### config.mk
export PLATFORM = sky130hd
export DESIGN_NAME = ctrl_decode_pipe
export DESIGN_NICKNAME = d
export VERILOG_FILES = /design/src/rtl/ctrl_decode_pipe.sv
export SDC_FILE = /design/constraint.sdc
export NUM_CORES = 1
export LEC_CHECK = 0
export CAP_MARGIN = 5
export CORE_ASPECT_RATIO = 0.7
export CORE_MARGIN = 8
export CORE_UTILIZATION = 54
export DETAILED_ROUTE_END_ITERATION = 8
export PLACE_DENSITY_LB_ADDON = 0.25
export SLEW_MARGIN = 20
export SYNTH_ARGS = -nofsm -noshare
export SYNTH_HDL_FRONTEND = slang
export SYNTH_SLANG_ARGS = --single-unit
export TNS_END_PERCENT = 1
### constraint.sdc
create_clock -name clk -period 4.5 [get_ports clk]
set_input_delay 0.9 -clock clk [delete_from_list [all_inputs] [get_ports clk]]
set_output_delay 0.9 -clock clk [all_outputs]
set_load 0.02 [all_outputs]
### src/rtl/ctrl_decode_pipe.sv
// Instruction control decoder feeding a DEPTH-entry circular output FIFO.
// The head entry drives the control flags; the illegal count saturates at all-ones.
module ctrl_decode_pipe #(
   parameter int DEPTH  = 2,
   parameter int EN_M   = 0,
   parameter int EN_LUI = 1,
   parameter int CNT_W  = 16
) (
   input  logic             clk,
   input  logic             rst_n,
   input  logic             in_valid,
   output logic             in_ready,
   input  logic [31:0]      inst,
   input  logic             flush,
   output logic             out_valid,
   input  logic             out_ready,
   output logic             auipc,
   output logic             lui,
   output logic             jalr,
   output logic             jal,
   output logic             branch,
   output logic             mem_read,
   output logic             mem_to_reg,
   output logic             mem_write,
   output logic             alu_src,
   output logic             reg_write,
   output logic             muldiv,
   output logic             illegal,
   output logic [1:0]       alu_op,
   output logic [31:0]      out_inst,
   output logic [CNT_W-1:0] illegal_cnt
);

   localparam int PW = (DEPTH > 1) ? $clog2(DEPTH) : 1;
   localparam int CW = $clog2(DEPTH + 1);
   localparam int EW = 46;
   localparam logic [PW-1:0] LAST = PW'(DEPTH - 1);
   localparam logic [CW-1:0] FULL = CW'(DEPTH);

   logic          d_auipc, d_lui, d_jalr, d_jal, d_branch, d_mem_read, d_mem_to_reg;
   logic          d_mem_write, d_alu_src, d_reg_write, d_muldiv, d_illegal;
   logic [1:0]    d_alu_op;
   logic [EW-1:0] entry;

   always_comb begin
      d_auipc      = 1'b0;
      d_lui        = 1'b0;
      d_jalr       = 1'b0;
      d_jal        = 1'b0;
      d_branch     = 1'b0;
      d_mem_read   = 1'b0;
      d_mem_to_reg = 1'b0;
      d_mem_write  = 1'b0;
      d_alu_src    = 1'b0;
      d_reg_write  = 1'b0;
      d_muldiv     = 1'b0;
      d_illegal    = 1'b0;
      d_alu_op     = 2'b00;
      // every legal opcode ends in 2'b11, so a bad inst[1:0] falls to default
      case (inst[6:0])
         7'b0110011: begin
            if (inst[31:25] == 7'b0000001) begin
               if (EN_M != 0) begin
                  d_muldiv    = 1'b1;
                  d_reg_write = 1'b1;
                  d_alu_op    = 2'b10;
               end else begin
                  d_illegal   = 1'b1;
               end
            end else begin
               d_reg_write = 1'b1;
               d_alu_op    = 2'b10;
            end
         end
         7'b0010011: begin
            d_alu_src   = 1'b1;
            d_reg_write = 1'b1;
            d_alu_op    = 2'b10;
         end
         7'b0000011: begin
            d_alu_src    = 1'b1;
            d_mem_to_reg = 1'b1;
            d_reg_write  = 1'b1;
            d_mem_read   = 1'b1;
         end
         7'b0100011: begin
            d_alu_src   = 1'b1;
            d_mem_write = 1'b1;
         end
         7'b1100011: begin
            d_branch = 1'b1;
            d_alu_op = 2'b01;
         end
         7'b1100111: begin
            d_jalr      = 1'b1;
            d_alu_src   = 1'b1;
            d_reg_write = 1'b1;
         end
         7'b1101111: begin
            d_jal       = 1'b1;
            d_reg_write = 1'b1;
         end
         7'b0010111: begin
            d_auipc     = 1'b1;
            d_alu_src   = 1'b1;
            d_reg_write = 1'b1;
         end
         7'b0110111: begin
            if (EN_LUI != 0) begin
               d_lui       = 1'b1;
               d_alu_src   = 1'b1;
               d_reg_write = 1'b1;
            end else begin
               d_illegal   = 1'b1;
            end
         end
         default: d_illegal = 1'b1;
      endcase
   end

   assign entry = {d_auipc, d_lui, d_jalr, d_jal, d_branch, d_mem_read, d_mem_to_reg,
                   d_mem_write, d_alu_src, d_reg_write, d_muldiv, d_illegal, d_alu_op, inst};

   logic [EW-1:0]    mem_q [DEPTH];
   logic [EW-1:0]    mem_d [DEPTH];
   logic [PW-1:0]    rd_ptr_q, rd_ptr_d, wr_ptr_q, wr_ptr_d;
   logic [CW-1:0]    count_q, count_d;
   logic [CNT_W-1:0] ill_cnt_q, ill_cnt_d;
   logic             rdy_q, rdy_d;
   logic             push, pop;
   logic [EW-1:0]    head;

   function automatic logic [PW-1:0] ptr_next(input logic [PW-1:0] p);
      return (p == LAST) ? '0 : p + PW'(1);
   endfunction

   // rdy_q keeps in_ready low until the first edge out of reset
   assign in_ready  = rdy_q && (count_q < FULL) && !flush;
   assign out_valid = (count_q != '0);
   assign push      = in_valid && in_ready;
   assign pop       = out_valid && out_ready && !flush;

   always_comb begin
      mem_d     = mem_q;
      rd_ptr_d  = rd_ptr_q;
      wr_ptr_d  = wr_ptr_q;
      count_d   = count_q;
      ill_cnt_d = ill_cnt_q;
      rdy_d     = 1'b1;
      if (flush) begin
         rd_ptr_d = '0;
         wr_ptr_d = '0;
         count_d  = '0;
      end else begin
         if (push) begin
            mem_d[wr_ptr_q] = entry;
            wr_ptr_d        = ptr_next(wr_ptr_q);
            if (d_illegal && (ill_cnt_q != '1))
               ill_cnt_d = ill_cnt_q + CNT_W'(1);
         end
         if (pop)
            rd_ptr_d = ptr_next(rd_ptr_q);
         if (push && !pop)
            count_d = count_q + CW'(1);
         else if (pop && !push)
            count_d = count_q - CW'(1);
      end
   end

   always_ff @(posedge clk or negedge rst_n) begin
      if (!rst_n) begin
         rd_ptr_q  <= '0;
         wr_ptr_q  <= '0;
         count_q   <= '0;
         ill_cnt_q <= '0;
         rdy_q     <= 1'b0;
      end else begin
         rd_ptr_q  <= rd_ptr_d;
         wr_ptr_q  <= wr_ptr_d;
         count_q   <= count_d;
         ill_cnt_q <= ill_cnt_d;
         rdy_q     <= rdy_d;
      end
   end

   // payload storage needs no reset: it is masked whenever the FIFO is empty
   always_ff @(posedge clk) begin
      mem_q <= mem_d;
   end

   assign head = out_valid ? mem_q[rd_ptr_q] : '0;
   assign {auipc, lui, jalr, jal, branch, mem_read, mem_to_reg, mem_write,
           alu_src, reg_write, muldiv, illegal, alu_op, out_inst} = head;
   assign illegal_cnt = ill_cnt_q;

endmodule
## Yosys cells after proc, flatten, opt, wreduce, memory -nomap -nowiden

Cells that the tools add are included.

| word-level totals | value |
|---|---|
| flip-flop bits (word level) | 113 |
| bits of input ports | 37 |
| output and inout port bits | 64 |

| cells by class | value |
|---|---|
| add/subtract/negate cells | 5 |
| $lt $le $gt $ge | 4 |
| equal/unequal tests | 11 |
| multiplexer cells | 30 |
| bitwise operators | 3 |
| reductions and logical operators | 21 |

Operators with widths:

| operator | count |
|---|---|
| 46-bit 2-to-1 mux | 5 |
| 92-bit bitwise mux | 1 |
| 46-bit demux with 1-bit select | 1 |
| 7-bit by 6-bit equality test with 1-bit output, second input constant | 3 |
| 7-bit equality test, second input constant | 3 |
| 16-bit by 1-bit adder with 16-bit output, second input constant | 1 |
| 1-bit 2-to-1 mux | 16 |
| 16-bit inequality test, second input constant | 1 |
| 7-bit by 5-bit equality test with 1-bit output, second input constant | 2 |
| 6-bit OR reduction | 2 |
| 1-bit logical AND | 9 |
| 2-bit 2-to-1 mux | 4 |
| 8-bit OR reduction | 1 |
| 7-bit by 1-bit equality test with 1-bit output, second input constant | 1 |
| 7-bit by 2-bit equality test with 1-bit output, second input constant | 1 |
| 2-bit case mux with 3 select lines | 1 |
| 2-bit nonzero test | 3 |
| 2-bit greater-or-equal comparator, second input constant | 2 |
| 1-bit NOT with 2-bit output | 2 |
| 1-bit case mux with 2 select lines | 2 |
| 1-bit logical NOT | 3 |
| 3-bit AND reduction | 1 |
| 3-bit nonzero test | 1 |
| 1-bit adder, second input constant | 2 |
| 6 further kinds | 6 |

## Depth between registers and ports, before layout

| depth | value |
|---|---|
| depth after elaboration | 9 |
| gate-level depth with buffers | 7 |

## Least setup slack after synthesis

Ideal clock, no wire load.

| timing | value |
|---|---|
| kind | input -> register |
| from | in flush |
| to | reg mem_q[46] (netlist name), enable pin |
| library setup time | 0.444 ns |
| arrival | 3.393 ns |
| setup slack | 0.663 ns |
| cell stages on the path | 3 |
| cells stage by stage | nor3b_2 -> nand2_1 -> nor2_1 |

| on the way | value |
|---|---|
| word-level cells in the longest chain between the ends | 4 |
| elaborated cells on any way between the ends | 5 |

RTL lines:

| element | RTL line | text |
|---|---|---|
| from (decl) | 14 | `input logic flush,` |
| 1-bit logical NOT | 138 | `assign in_ready = rdy_q && (count_q < FULL) && !flush;` |
| 1-bit logical AND | 138 |  |
| 1-bit logical AND | 140 | `assign push = in_valid && in_ready;` |
| 2-bit AND reduction (no line) * | n/a |  |
| to (signal assigned) | 188 | `mem_q <= mem_d;` |
| to (decl) | 124 | `logic [EW-1:0] mem_q [DEPTH];` |

Mark *: on every way between the ends. The rest lies on a longest branch, timed or not.
A chain may end at the register's enable or synchronous reset.

## Worst setup path after layout

| timing | value |
|---|---|
| from | reg rd_ptr_q |
| to | out lui |

| on the way | value |
|---|---|
| word-level cells in the longest chain between the ends | 5 |

RTL lines:

| element | RTL line | text |
|---|---|---|
| from (decl) | 126 | `logic [PW-1:0] rd_ptr_q, rd_ptr_d, wr_ptr_q, wr_ptr_d;` |
| from (signal assigned) | 178 | `rd_ptr_q <= rd_ptr_d;` |
| 1-bit NOT with 2-bit output (implied by the code) | 191 | `assign head = out_valid ? mem_q[rd_ptr_q] : '0;` |
| 46-bit 2-to-1 mux (implied by the code) (3 in a row) | 191 |  |
| 46-bit 2-to-1 mux | 191 |  |
| to (decl) | 18 | `output logic lui,` |

Every way passes these cells. The select of a mux whose other input is x is not followed.

==> out/results.ini <==
[status]
outcome=finished, final reports clean

[worst_setup_path]
critPathLaunchType=flop
r2r_slack_ps=2280
worst-path-stages=4
cpPeakStageDelay_ps=730
critPathMaxFanout=19
reg2reg_depth=4
crit_type=flop to output pin
crit_chain=buf_4 > mux2i_1 > nor2_1 > clkdlybuf4s50_1
crit_arrival_ps=2460
worstPathRequired_ps=3600
end_kind=output pin
reg2reg_from=count_q[1]$_DFFE_PN0P_
crit_slowest_cell=dfrtp_2
worst-path-buf-inv=2
reg2reg_to=mem_q[73]$_DFFE_PP_
cp_top_family=buffers and inverters
endpoint=lui
startpoint=rd_ptr_q$_DFFE_PN0P_

[die]
start_util=0.563
core.rowCount=27
num_io_pins=101
dieWidth_um=125
dieArea_um2=11500
die_h_um=92.3
coreArea_um2=7970

[finish]
fin_nets=444
instances_no_fill=511
area_growth_pct=30.2
fillers=520
drive_gt1_frac=0.0805
final_cell_mix=98 x clkdlybuf4s50_1, 86 x edfxtp_1, 49 x nor2_1, 43 x mux2i_1, 20 x dfrtp_1
n_antenna_cell=0
final_common_cell=clkdlybuf4s50_1

[pwr]
powerDensity_nw_per_um2=364
p_leak_uw=0.00197
ir_drop_mv=0.278

[sta]
hold_violations=0
layout_setup_ws_ps=1140
setup_viol=0
slew-limit-headroom=0.294
worstMarginPinSlew_ps=1060
fmax_mhz=298
min_period_ps=3360
totalNegativeSetupSlack_ps=0
fin_worst_skew_ps=4.33
rsz0062_at_grt=false
finalCritPeriodShare=0.746
drv_slew=0

[synth]
synth_nets=345
synth_edf_count=86
synth_async_sr_flop_share=0.196
netlist_instances=307
ys_ff_latch=107
syn_area_per_cell_um2=14.6
ys_warn_count=0
synth_area_um2=4490
synth_cell_types=43
ys_seq_area_frac=0.693
synth_flop_cell=edfxtp_1

[clock_network]
cts_resized=0
numCtsBuffers=9
clk_latency_ps=340
post_cts_buffers=0
cts-root-buf=clkbuf_16
clk_pin_slew_ps=60
clockBufferDepth=2
cts.sinks=107
cts_tree=built
cts_hold_buf=0
h-tree-depth=3

[global_routing]
antenna_found_initial=0
grt_pass1_vias=2841
grt_use_total=0.170
grt-ovfl-total=0
grt_pass1_wl_um=15500
grt_max_degree=44

[worst_hold_path]
min-delay-path-class=flop to flop

[place]
gp_congestion=0.833
hpwl_um=6480
io_buffer_count=99
place_inst=496
place_ws_ps=1160

[run]
drv_cap=0

[detailed_routing]
wire_per_inst_um=19.1
vias=2816
wl_um=9780
antenna_left=0
initialDrtViolationCount=182
post-route-drc-count=0
via_per_inst=5.51
dr.pass1.iters=5

## final cells by class
| class | instances | area [um2] | area share |
|---|---|---|---|
| Sequential cell | 107 | 3110 | 0.532 |
| Multi-Input combinational cell | 181 | 1290 | 0.221 |
| Timing Repair Buffer | 104 | 1020 | 0.175 |
| Clock buffer | 10 | 229 | 0.0392 |
| Tap cell | 101 | 126 | 0.0216 |
| Clock inverter | 5 | 55.1 | 0.00942 |
| Inverter | 3 | 11.3 | 0.00193 |
## how the worst min path moves through the flow
stage	cells past startpoint	endpoint	slack, ps	startpoint
CTS	1	illegal_cnt[8]$_DFFE_PN0P_	490	illegal_cnt[8]$_DFFE_PN0P_
floorplan	1	wr_ptr_q$_DFFE_PN0P_	480	wr_ptr_q$_DFFE_PN0P_
global placement	1	illegal_cnt[11]$_DFFE_PN0P_	480	illegal_cnt[11]$_DFFE_PN0P_
global route	1	illegal_cnt[11]$_DFFE_PN0P_	510	illegal_cnt[11]$_DFFE_PN0P_
detailed placement	1	illegal_cnt[8]$_DFFE_PN0P_	480	illegal_cnt[8]$_DFFE_PN0P_
finish	1	illegal_cnt[8]$_DFFE_PN0P_	490	illegal_cnt[8]$_DFFE_PN0P_
## synthesized netlist by cell type (all sizes together), types with 4 or more instances
cell type / number / share of area
nand4: 8 / 0.011
nor3: 4 / 0.0045
nand2: 7 / 0.0064
buf: 11 / 0.017
edfxtp: 86 / 0.58
dfrtp: 21 / 0.12
nand3: 6 / 0.0078
clkbuf: 5 / 0.0042
mux2i: 43 / 0.096
xnor2: 16 / 0.031
nor2: 51 / 0.043
and3: 12 / 0.017
## report_power, final
group	internal [uW]	total (uW)	switching [uW]	leakage, uW
clock	426	757	330	0.000134
combinational	115	234	119	0.000773
sequential	1110	1140	31.7	0.00106
## cell families (layout without fill, tap and decap cells)
family	count (synthesis)	after routing	synth area share
flops	107	107	0.693
buf+inv	19	122	0.0237
compound gates	10	10	0.0254
mux	44	44	0.0984
xor+xnor	18	18	0.0351
fa+ha+maj	1	1	0.00279
other cells	2	2	0.00167
simple gates	106	106	0.120
## sequential cells by signal, summed over array words and instances, names as in the netlist
name         flops
wr_ptr_q         1
rdy_q            1
count_q          2
mem_q           86
illegal_cnt     16
rd_ptr_q         1
## layer usage
metal  track usage  vias to the layer above  routed length, um
li1              -                     1321                  -
met1         0.222                     1365               4450
met2         0.260                      110               4400
met3        0.0665                       20                802
met4        0.0454                        0                126
met5             0                        -                  0
## metrics by stage
step / area, um2 / total power [uW] / hold slack [ps] / util
after floorplan: 4490 / 1270 / 476 / -
after global placement: 5570 / 1390 / 477 / 0.698
after detailed placement: 5570 / 1390 / 482 / 0.698
after CTS: 5850 / 2140 / 492 / 0.734
after global routing: 5840 / 2200 / 515 / 0.733
final: 5840 / 2130 / 489 / 0.733
(Power assumes the default switching activity.)
